## config.mk

```make
export PLATFORM = sky130hd
export DESIGN_NAME = alu_share_arbiter
export DESIGN_NICKNAME = d
export VERILOG_FILES = /design/src/rtl/alu_share_arbiter.sv
export SDC_FILE = /design/constraint.sdc
export NUM_CORES = 1
export LEC_CHECK = 0
export ABC_CLOCK_PERIOD_IN_PS = 2400
export BUFFER_PORTS_ARGS = -buffer_cell sky130_fd_sc_hd__buf_4
export CELL_PAD_IN_SITES_DETAIL_PLACEMENT = 0
export CELL_PAD_IN_SITES_GLOBAL_PLACEMENT = 1
export CORE_MARGIN = 2
export CORE_UTILIZATION = 30
export CTS_CLUSTER_DIAMETER = 80
export DETAILED_ROUTE_END_ITERATION = 10
export PLACE_DENSITY_LB_ADDON = 0.05
export SETUP_SLACK_MARGIN = 0.4
export SLEW_MARGIN = 20
export SYNTH_ARGS = -nofsm -noshare
export SYNTH_HDL_FRONTEND = slang
export SYNTH_SLANG_ARGS = --single-unit
export TNS_END_PERCENT = 10
```

## constraint.sdc

```tcl
create_clock -name clk -period 2.4 [get_ports clk]
set_input_delay 0 -clock clk [delete_from_list [all_inputs] [get_ports clk]]
set_output_delay 0 -clock clk [all_outputs]
set_load 0.01 [all_outputs]
```

## src/rtl/alu_share_arbiter.sv

```systemverilog
// Round-robin share of one combinational execute ALU between two requesters,
// with a one-entry valid/ready response buffer per requester.
module alu_share_arbiter #(
  parameter int WIDTH   = 32,
  parameter int NUM_REQ = 2
) (
  input  logic                     clk,
  input  logic                     reset,
  input  logic [NUM_REQ-1:0]       req_valid,
  output logic [NUM_REQ-1:0]       req_ready,
  input  logic [NUM_REQ*WIDTH-1:0] req_srca,
  input  logic [NUM_REQ*WIDTH-1:0] req_srcb,
  input  logic [NUM_REQ*3-1:0]     req_aluctl,
  input  logic [NUM_REQ*3-1:0]     req_funct3,
  output logic [WIDTH-1:0]         alu_srca,
  output logic [WIDTH-1:0]         alu_srcb,
  output logic [2:0]               alu_ctl,
  output logic [2:0]               alu_funct3,
  input  logic [WIDTH-1:0]         alu_result,
  input  logic                     alu_zero,
  output logic [NUM_REQ-1:0]       rsp_valid,
  input  logic [NUM_REQ-1:0]       rsp_ready,
  output logic [NUM_REQ*WIDTH-1:0] rsp_result,
  output logic [NUM_REQ-1:0]       rsp_zero
);

  logic [NUM_REQ-1:0]       rsp_valid_q, rsp_valid_d;
  logic [NUM_REQ*WIDTH-1:0] rsp_result_q, rsp_result_d;
  logic [NUM_REQ-1:0]       rsp_zero_q, rsp_zero_d;
  logic                     last_grant_q, last_grant_d;
  logic [NUM_REQ-1:0]       slot_free, eligible, grant;

  // A draining slot counts as free so it can be refilled in the same cycle.
  always_comb begin
    slot_free = ~rsp_valid_q | rsp_ready;
    eligible  = reset ? '0 : (req_valid & slot_free);
    grant     = eligible;
    if (eligible == 2'b11) begin
      grant = last_grant_q ? 2'b01 : 2'b10;
    end
  end

  assign req_ready = grant;

  always_comb begin
    alu_srca   = '0;
    alu_srcb   = '0;
    alu_ctl    = 3'b000;
    alu_funct3 = 3'b010;
    if (grant[1]) begin
      alu_srca   = req_srca[WIDTH +: WIDTH];
      alu_srcb   = req_srcb[WIDTH +: WIDTH];
      alu_ctl    = req_aluctl[5:3];
      alu_funct3 = req_funct3[5:3];
    end else if (grant[0]) begin
      alu_srca   = req_srca[0 +: WIDTH];
      alu_srcb   = req_srcb[0 +: WIDTH];
      alu_ctl    = req_aluctl[2:0];
      alu_funct3 = req_funct3[2:0];
    end
  end

  always_comb begin
    rsp_valid_d  = rsp_valid_q;
    rsp_result_d = rsp_result_q;
    rsp_zero_d   = rsp_zero_q;
    last_grant_d = last_grant_q;
    for (int i = 0; i < NUM_REQ; i++) begin
      if (grant[i]) begin
        rsp_valid_d[i]                = 1'b1;
        rsp_result_d[i*WIDTH +: WIDTH] = alu_result;
        rsp_zero_d[i]                 = alu_zero;
      end else if (rsp_ready[i]) begin
        rsp_valid_d[i] = 1'b0;
      end
    end
    if (grant[1]) begin
      last_grant_d = 1'b1;
    end else if (grant[0]) begin
      last_grant_d = 1'b0;
    end
  end

  // Reset pointer to 1 so requester 0 wins the first tie.
  always_ff @(posedge clk) begin
    if (reset) begin
      rsp_valid_q  <= '0;
      rsp_result_q <= '0;
      rsp_zero_q   <= '0;
      last_grant_q <= 1'b1;
    end else begin
      rsp_valid_q  <= rsp_valid_d;
      rsp_result_q <= rsp_result_d;
      rsp_zero_q   <= rsp_zero_d;
      last_grant_q <= last_grant_d;
    end
  end

  assign rsp_valid  = rsp_valid_q;
  assign rsp_result = rsp_result_q;
  assign rsp_zero   = rsp_zero_q;

endmodule

```

; Word level (Yosys, flattened, before mapping)
; Cells that the tools add are included.
[totals]
regBits = 69
latch_bits = 0
ram_bits = 0
romBits = 0
wordCells = 29
n_memories = 0
[op_classes]
addsub = 0
mul = 0
div = 0
magnitude_cmp = 0
n_eq_ne = 1
n_shift = 0
mux = 15
n_bitwise = 3
reduce_logical = 3
[ops]
columns = op, n
row1 = 32-bit 2-to-1 mux, 4
row2 = 3-bit 2-to-1 mux, 4
row3 = 2-bit 2-to-1 mux, 3
row4 = 1-bit 2-to-1 mux, 4
row5 = 2-bit nonzero test, 2
row6 = 2-bit AND, 1
row7 = "2-bit == test, second input constant", 1
row8 = 2-bit inverter, 1
row9 = 2-bit bitwise OR, 1
row10 = 2-bit OR reduction, 1

; Logic depth before layout (Yosys ltp)
[logic_depth]
word_depth = 8
depth_mapped = 5
depth_no_buf = 3

; Worst setup path before layout
; Ideal clock, no wire load.
[synth_timing]
kind = register -> register
startpoint = register rsp_valid_q[1] (netlist: rsp_valid[1])
endpoint = register rsp_result_q[10] (netlist: rsp_result[10])
setup_time_ps = 72
arrival_ps = 1408
t_required_ps = 2328
path_slack_ps = 921
path_stages_with_launch = 6
n_path_buf = 2
synth_period_minus_slack_ps = 1479
cell_sequence = dfxtp_1 -> nor2b_1 -> o311a_1 -> buf_2 -> buf_4 -> mux2i_1
[synth_between]
elab_chain_len = 6
[synth_rtl]
columns = item, line_no
row1 = start: declaration, 27  ; logic [NUM_REQ-1:0] rsp_valid_q, rsp_valid_d;
row2 = start signal: assignment, 92  ; rsp_valid_q <= rsp_valid_d;
row3 = 2-bit inverter, 35  ; slot_free = ~rsp_valid_q | rsp_ready;
row4 = 2-bit bitwise OR, 35
row5 = 2-bit AND, 36  ; eligible = reset ? '0 : (req_valid & slot_free);
row6 = 2-bit 2-to-1 mux, 36
row7 = 2-bit == test, 38  ; if (eligible == 2'b11) begin
row8 = 2-bit 2-to-1 mux, 38
row9 = end signal: assignment, 93  ; rsp_result_q <= rsp_result_d;
row10 = end: declaration, 28  ; logic [NUM_REQ*WIDTH-1:0] rsp_result_q, rsp_result_d;
; No other way between the ends.
; A chain may end at the register's enable or synchronous reset.

; Final worst setup path
[layout_timing]
startpoint = register rsp_valid_q[0] (netlist: rsp_valid[0])
endpoint = output alu_funct3[1]
[layout_between]
elab_chain_len = 8
[layout_rtl]
columns = item, line_no
row1 = 2-bit inverter *, 35
row2 = 2-bit bitwise OR *, 35
row3 = 2-bit AND *, 36
row4 = 2-bit 2-to-1 mux *, 36
row5 = 2-bit == test, 38
row6 = 2-bit 2-to-1 mux *, 38
row7 = 3-bit 2-to-1 mux, 55  ; end else if (grant[0]) begin
row8 = 3-bit 2-to-1 mux *, 50  ; if (grant[1]) begin
row9 = end: declaration, 18  ; output logic [2:0] alu_funct3,
; Mark *: on every way between the ends. The rest lies on a longest branch, timed or not.

==> reports/results.txt <==
TritonCTS built the clock tree. The routed design could run at a clock period as short as 1.92 ns. In the final routed layout, each cell accounts on average for 16.4 um. During synthesis, Yosys emitted a total of 0 warnings. The count of placed standard cells in the final layout, fillers left out is 1019.

The tools report the internal power of the cells as 2750 uW. The switching share of power is 26.3%, and the DRC violation total after the first TritonRoute iteration is 245. The die covers 15400 um^2. The tools report the hold violation count in the final report as 0. The tools report the clock share of power as 35.2%. The path type of the worst min-delay path is in -> reg.

The startpoint identified for the worst hold timing path is rsp_ready[0]. By area the synthesized netlist is led by sky130_fd_sc_hd__dfxtp_1 32%, sky130_fd_sc_hd__nand2b_1 25%, sky130_fd_sc_hd__mux2i_1 15%, sky130_fd_sc_hd__o32ai_1 14%, sky130_fd_sc_hd__inv_1 6.0%. After filler insertion, the fill cell instance count of the layout stands at 1331.

Number of port buffers: 318. The tools report the post-synthesis sequential area ratio as 32.0%. The run gives 19.9% as the overall global routing resource usage. For the worst setup path, the data arrival time is 1.92 ns. Setup repair after global routing could not meet its margin everywhere.

Clock tree synthesis inserted a total of 9 buffers. Summed over all layers, the global routing overflow is 0. The tools report the cell total after placement as 968.

The chip height was 124 um; the cell row count was 43. The tools report the startpoint of the most critical register-to-register path as rsp_valid[0]$_SDFFE_PP0P_. The number of cell instances on the worst register-to-register path is 4. The total number of vias is 4783, and the area of combinational cells with multiple inputs is 2480 um^2. At the pin with the least slew margin, the transition time is 0.394 ns.

The post-route netlist has 41.4% of its cells at a drive strength greater than 1. Using the TritonRoute via totals, the vias-per-cell ratio works out to 4.69. The tightest hold path in the finished design has a slack of 0.0783 ns. Power per standard cell area: 496 nW/um^2. The run finished with clean final reports. The net switching power of the design came out at 984 uW. In this run the critical register-to-register path is captured at rsp_result[49]$_SDFFE_PP0P_. Between clock sinks in the finished design, the worst skew comes to 0.00208 ns.

For this block, the routed nets add up to 16700 um of wire. The tools report the summed negative setup slack over all endpoints as 0 ns. After clock tree synthesis, the clock-pin slew on the worst setup and hold paths is 0.05 ns. The final worst-path cycle share is 79.9%, and the max-cap check violation count is 0. The element type at the critical path start was a register. Number of global-route vias before repair: 4463. The flop-to-flop setup slack is 0.81 ns, and the maximum fanout along the worst path is 19. The worst hold path terminates at last_grant_q$_SDFFE_PP1P_. The number of antenna violations at the first check in global routing was 0. Along the worst hold path, the cell count comes to 4. Endpoint required time on the critical path: 2.40 ns.

The run gives 0 as the number of pins with negative max-slew slack in the final report. The top cell types in the final layout, fill and taps aside, are 323 x sky130_fd_sc_hd__buf_4, 170 x sky130_fd_sc_hd__nand2b_1, 69 x sky130_fd_sc_hd__inv_1, 69 x sky130_fd_sc_hd__o32ai_1, 69 x sky130_fd_sc_hd__dfxtp_1. Of the total power, combinational logic draws 30.6%. Clock tree synthesis selected as its root buffer the cell sky130_fd_sc_hd__clkbuf_16. The first global-routing pass estimated 23800 um of wire.

The average size of a mapped cell came out at 8.45 um^2. Setup violations remaining at the end of the flow were counted as 0. The die is 124 um wide.

Category of the critical setup timing path: reg -> out. Once the floorplan was initialized, standard cells occupied 30.9% of the core. For this design, the sink count on the clock tree is 69.

The clock reaches the later pin of the worst-skew pair after 0.32 ns. After detailed routing, the number of remaining DRC violations is 0. The worst setup path is captured at an output port. Detailed placement ended at an HPWL of 12400 um. Yosys mapped the design onto 21 distinct sky130hd cell types. Counting every net in the synthesized netlist gives 690. The number of antenna diodes was 0. The H-tree was split into 3 levels. Across the VDD grid, the largest voltage drop is 0.373 mV.

319 I/O pins were placed. Before antenna repair, the detailed router went through 6 iterations. For the tightest slew margin relative to the limit, the log shows 73.8%. The sequential cell area in the final layout was 1380 um^2. The count of nets left with antenna violations once routing finished came out at 0. The part of the power in registers was 34.2%.

The cell accounting for the most synthesized area is sky130_fd_sc_hd__dfxtp_1. The area inside the core boundary is 14000 um^2. Routability-driven placement finished with a final weighted congestion of 0.792.

The post-synthesis instance area came out at 4320 um^2. The overall power was 3740 uW. Of the post-synthesis cell area, the dominant cell type holds 32.0%. The run gives 1015 as the number of nets in the layout. The area growth from synthesis to layout is 74.5%.

Number of instances in the synthesized netlist: 511. Leaving out fill and tap cells, the most frequent cell in the layout is sky130_fd_sc_hd__buf_4. The maximum clock rate was 0.522 GHz. The synthesized design contains 69 register bits. The maximum number of pins on one net before global-route repair was 101.

In this run the deepest clock path goes through 2 buffers. The analysis attributes to cell leakage a power of 0.00373 uW.
==> synth_stat cells <==
library cell               count
sky130_fd_sc_hd__o211ai_2      1
sky130_fd_sc_hd__buf_2        11
sky130_fd_sc_hd__o311a_1       1
sky130_fd_sc_hd__inv_1        69
sky130_fd_sc_hd__a311oi_1      1
sky130_fd_sc_hd__o32ai_1      69
sky130_fd_sc_hd__buf_4         3
sky130_fd_sc_hd__nor2b_1       2
sky130_fd_sc_hd__o311ai_4      1
sky130_fd_sc_hd__inv_2         1
sky130_fd_sc_hd__nor2_1        5
sky130_fd_sc_hd__clkbuf_1     34
sky130_fd_sc_hd__a22oi_1       1
sky130_fd_sc_hd__o21ai_0       1
sky130_fd_sc_hd__buf_6         1
sky130_fd_sc_hd__nand2_1       1
sky130_fd_sc_hd__dfxtp_1      69
sky130_fd_sc_hd__a21oi_1       3
sky130_fd_sc_hd__o21bai_1      1
sky130_fd_sc_hd__nand2b_1    170
sky130_fd_sc_hd__mux2i_1      66
==> power groups by stage <==
stage               sequential (uW)  clock, uW  combinational, uW
detailed placement             1300          0               1100
finish                         1280       1310               1140
floorplan                      1330          0                468
CTS                            1280       1350               1150
global placement               1300          0               1090
global route                   1290       1400               1230
==> layer usage <==
| layer | up-vias | wire length (um) | global-route usage (%) |
|---|---|---|---|
| met4 | 0 | 380 | 6.81 |
| met5 | - | 0 | 0 |
| li1 | 2366 | - | - |
| met1 | 2210 | 6570 | 23.0 |
| met2 | 185 | 8460 | 35.9 |
| met3 | 22 | 1320 | 4.81 |
==> metrics by stage <==
| step | cell area [um^2] | worst slack, ns | utilization [%] |
|---|---|---|---|
| finish | 7530 | 0.483 | 53.8 |
| global placement | 6860 | 0.643 | 49.1 |
| CTS | 7530 | 0.447 | 53.8 |
| global route | 7530 | 0.388 | 53.8 |
| detailed placement | 6860 | 0.609 | 49.1 |
| floorplan | 4320 | 0.921 | - |
==> repair_timing <==
item                                    CTS  global route
hold buffers                             34             0
setup buffers                             3             0
pin swaps                                 1             0
hold endpoints to repair                 66             0
endpoints found under the setup margin   56            12
gates resized for setup                   1             1
==> logic make-up (layout without fill, tap and decap cells) <==
logic type | count (synthesis) | in the layout | share of synthesized area, %
AOI/OAI and AO/OA | 79 | 79 | 16.1
buffers and inverters | 119 | 447 | 11.1
DFF | 69 | 69 | 32.0
muxes | 66 | 66 | 15.3
and+or+nand+nor | 178 | 178 | 25.4
==> critical path, stage by stage (launching register included) <==
cell and delay (ns):
sky130_fd_sc_hd__dfxtp_1 0.35, sky130_fd_sc_hd__nand2b_1 0.19, sky130_fd_sc_hd__a311oi_4 0.34, sky130_fd_sc_hd__buf_4 0.40, sky130_fd_sc_hd__a22oi_1 0.15, sky130_fd_sc_hd__buf_4 0.17
==> registers in the layout, indices dropped and copies added (netlist names) <==
register,cells
rsp_result,64
rsp_valid,2
rsp_zero,2
last_grant_q,1
==> how the worst max path moves through the flow <==
| stage | from | endpoint | slack, ns | cells after the start |
|---|---|---|---|---|
| 6_report | rsp_valid[0]$_SDFFE_PP0P_ | alu_funct3[1] | 0.48 | 5 |
| 5_1_grt | rsp_valid[0]$_SDFFE_PP0P_ | alu_funct3[1] | 0.39 | 5 |
| 4_1_cts | rsp_valid[0]$_SDFFE_PP0P_ | alu_funct3[1] | 0.45 | 5 |
| 3_5_place_dp | last_grant_q$_SDFFE_PP1P_ | alu_srca[20] | 0.61 | 5 |
| 3_3_place_gp | last_grant_q$_SDFFE_PP1P_ | alu_srca[20] | 0.64 | 5 |
| 2_1_floorplan | rsp_valid[1]$_SDFFE_PP0P_ | rsp_result[10]$_SDFFE_PP0P_ | 0.92 | 5 |
==> area by class of cell <==
cell class | instances | share of cell area (%)
Tap cell | 180 | 2.99
Sequential cell | 69 | 18.3
Multi-Input combinational cell | 323 | 33.0
Inverter | 70 | 3.49
Clock inverter | 1 | 0.399
Clock buffer | 13 | 3.59
Timing Repair Buffer | 363 | 38.2
No activity file was read; power rests on OpenSTA's default activity.
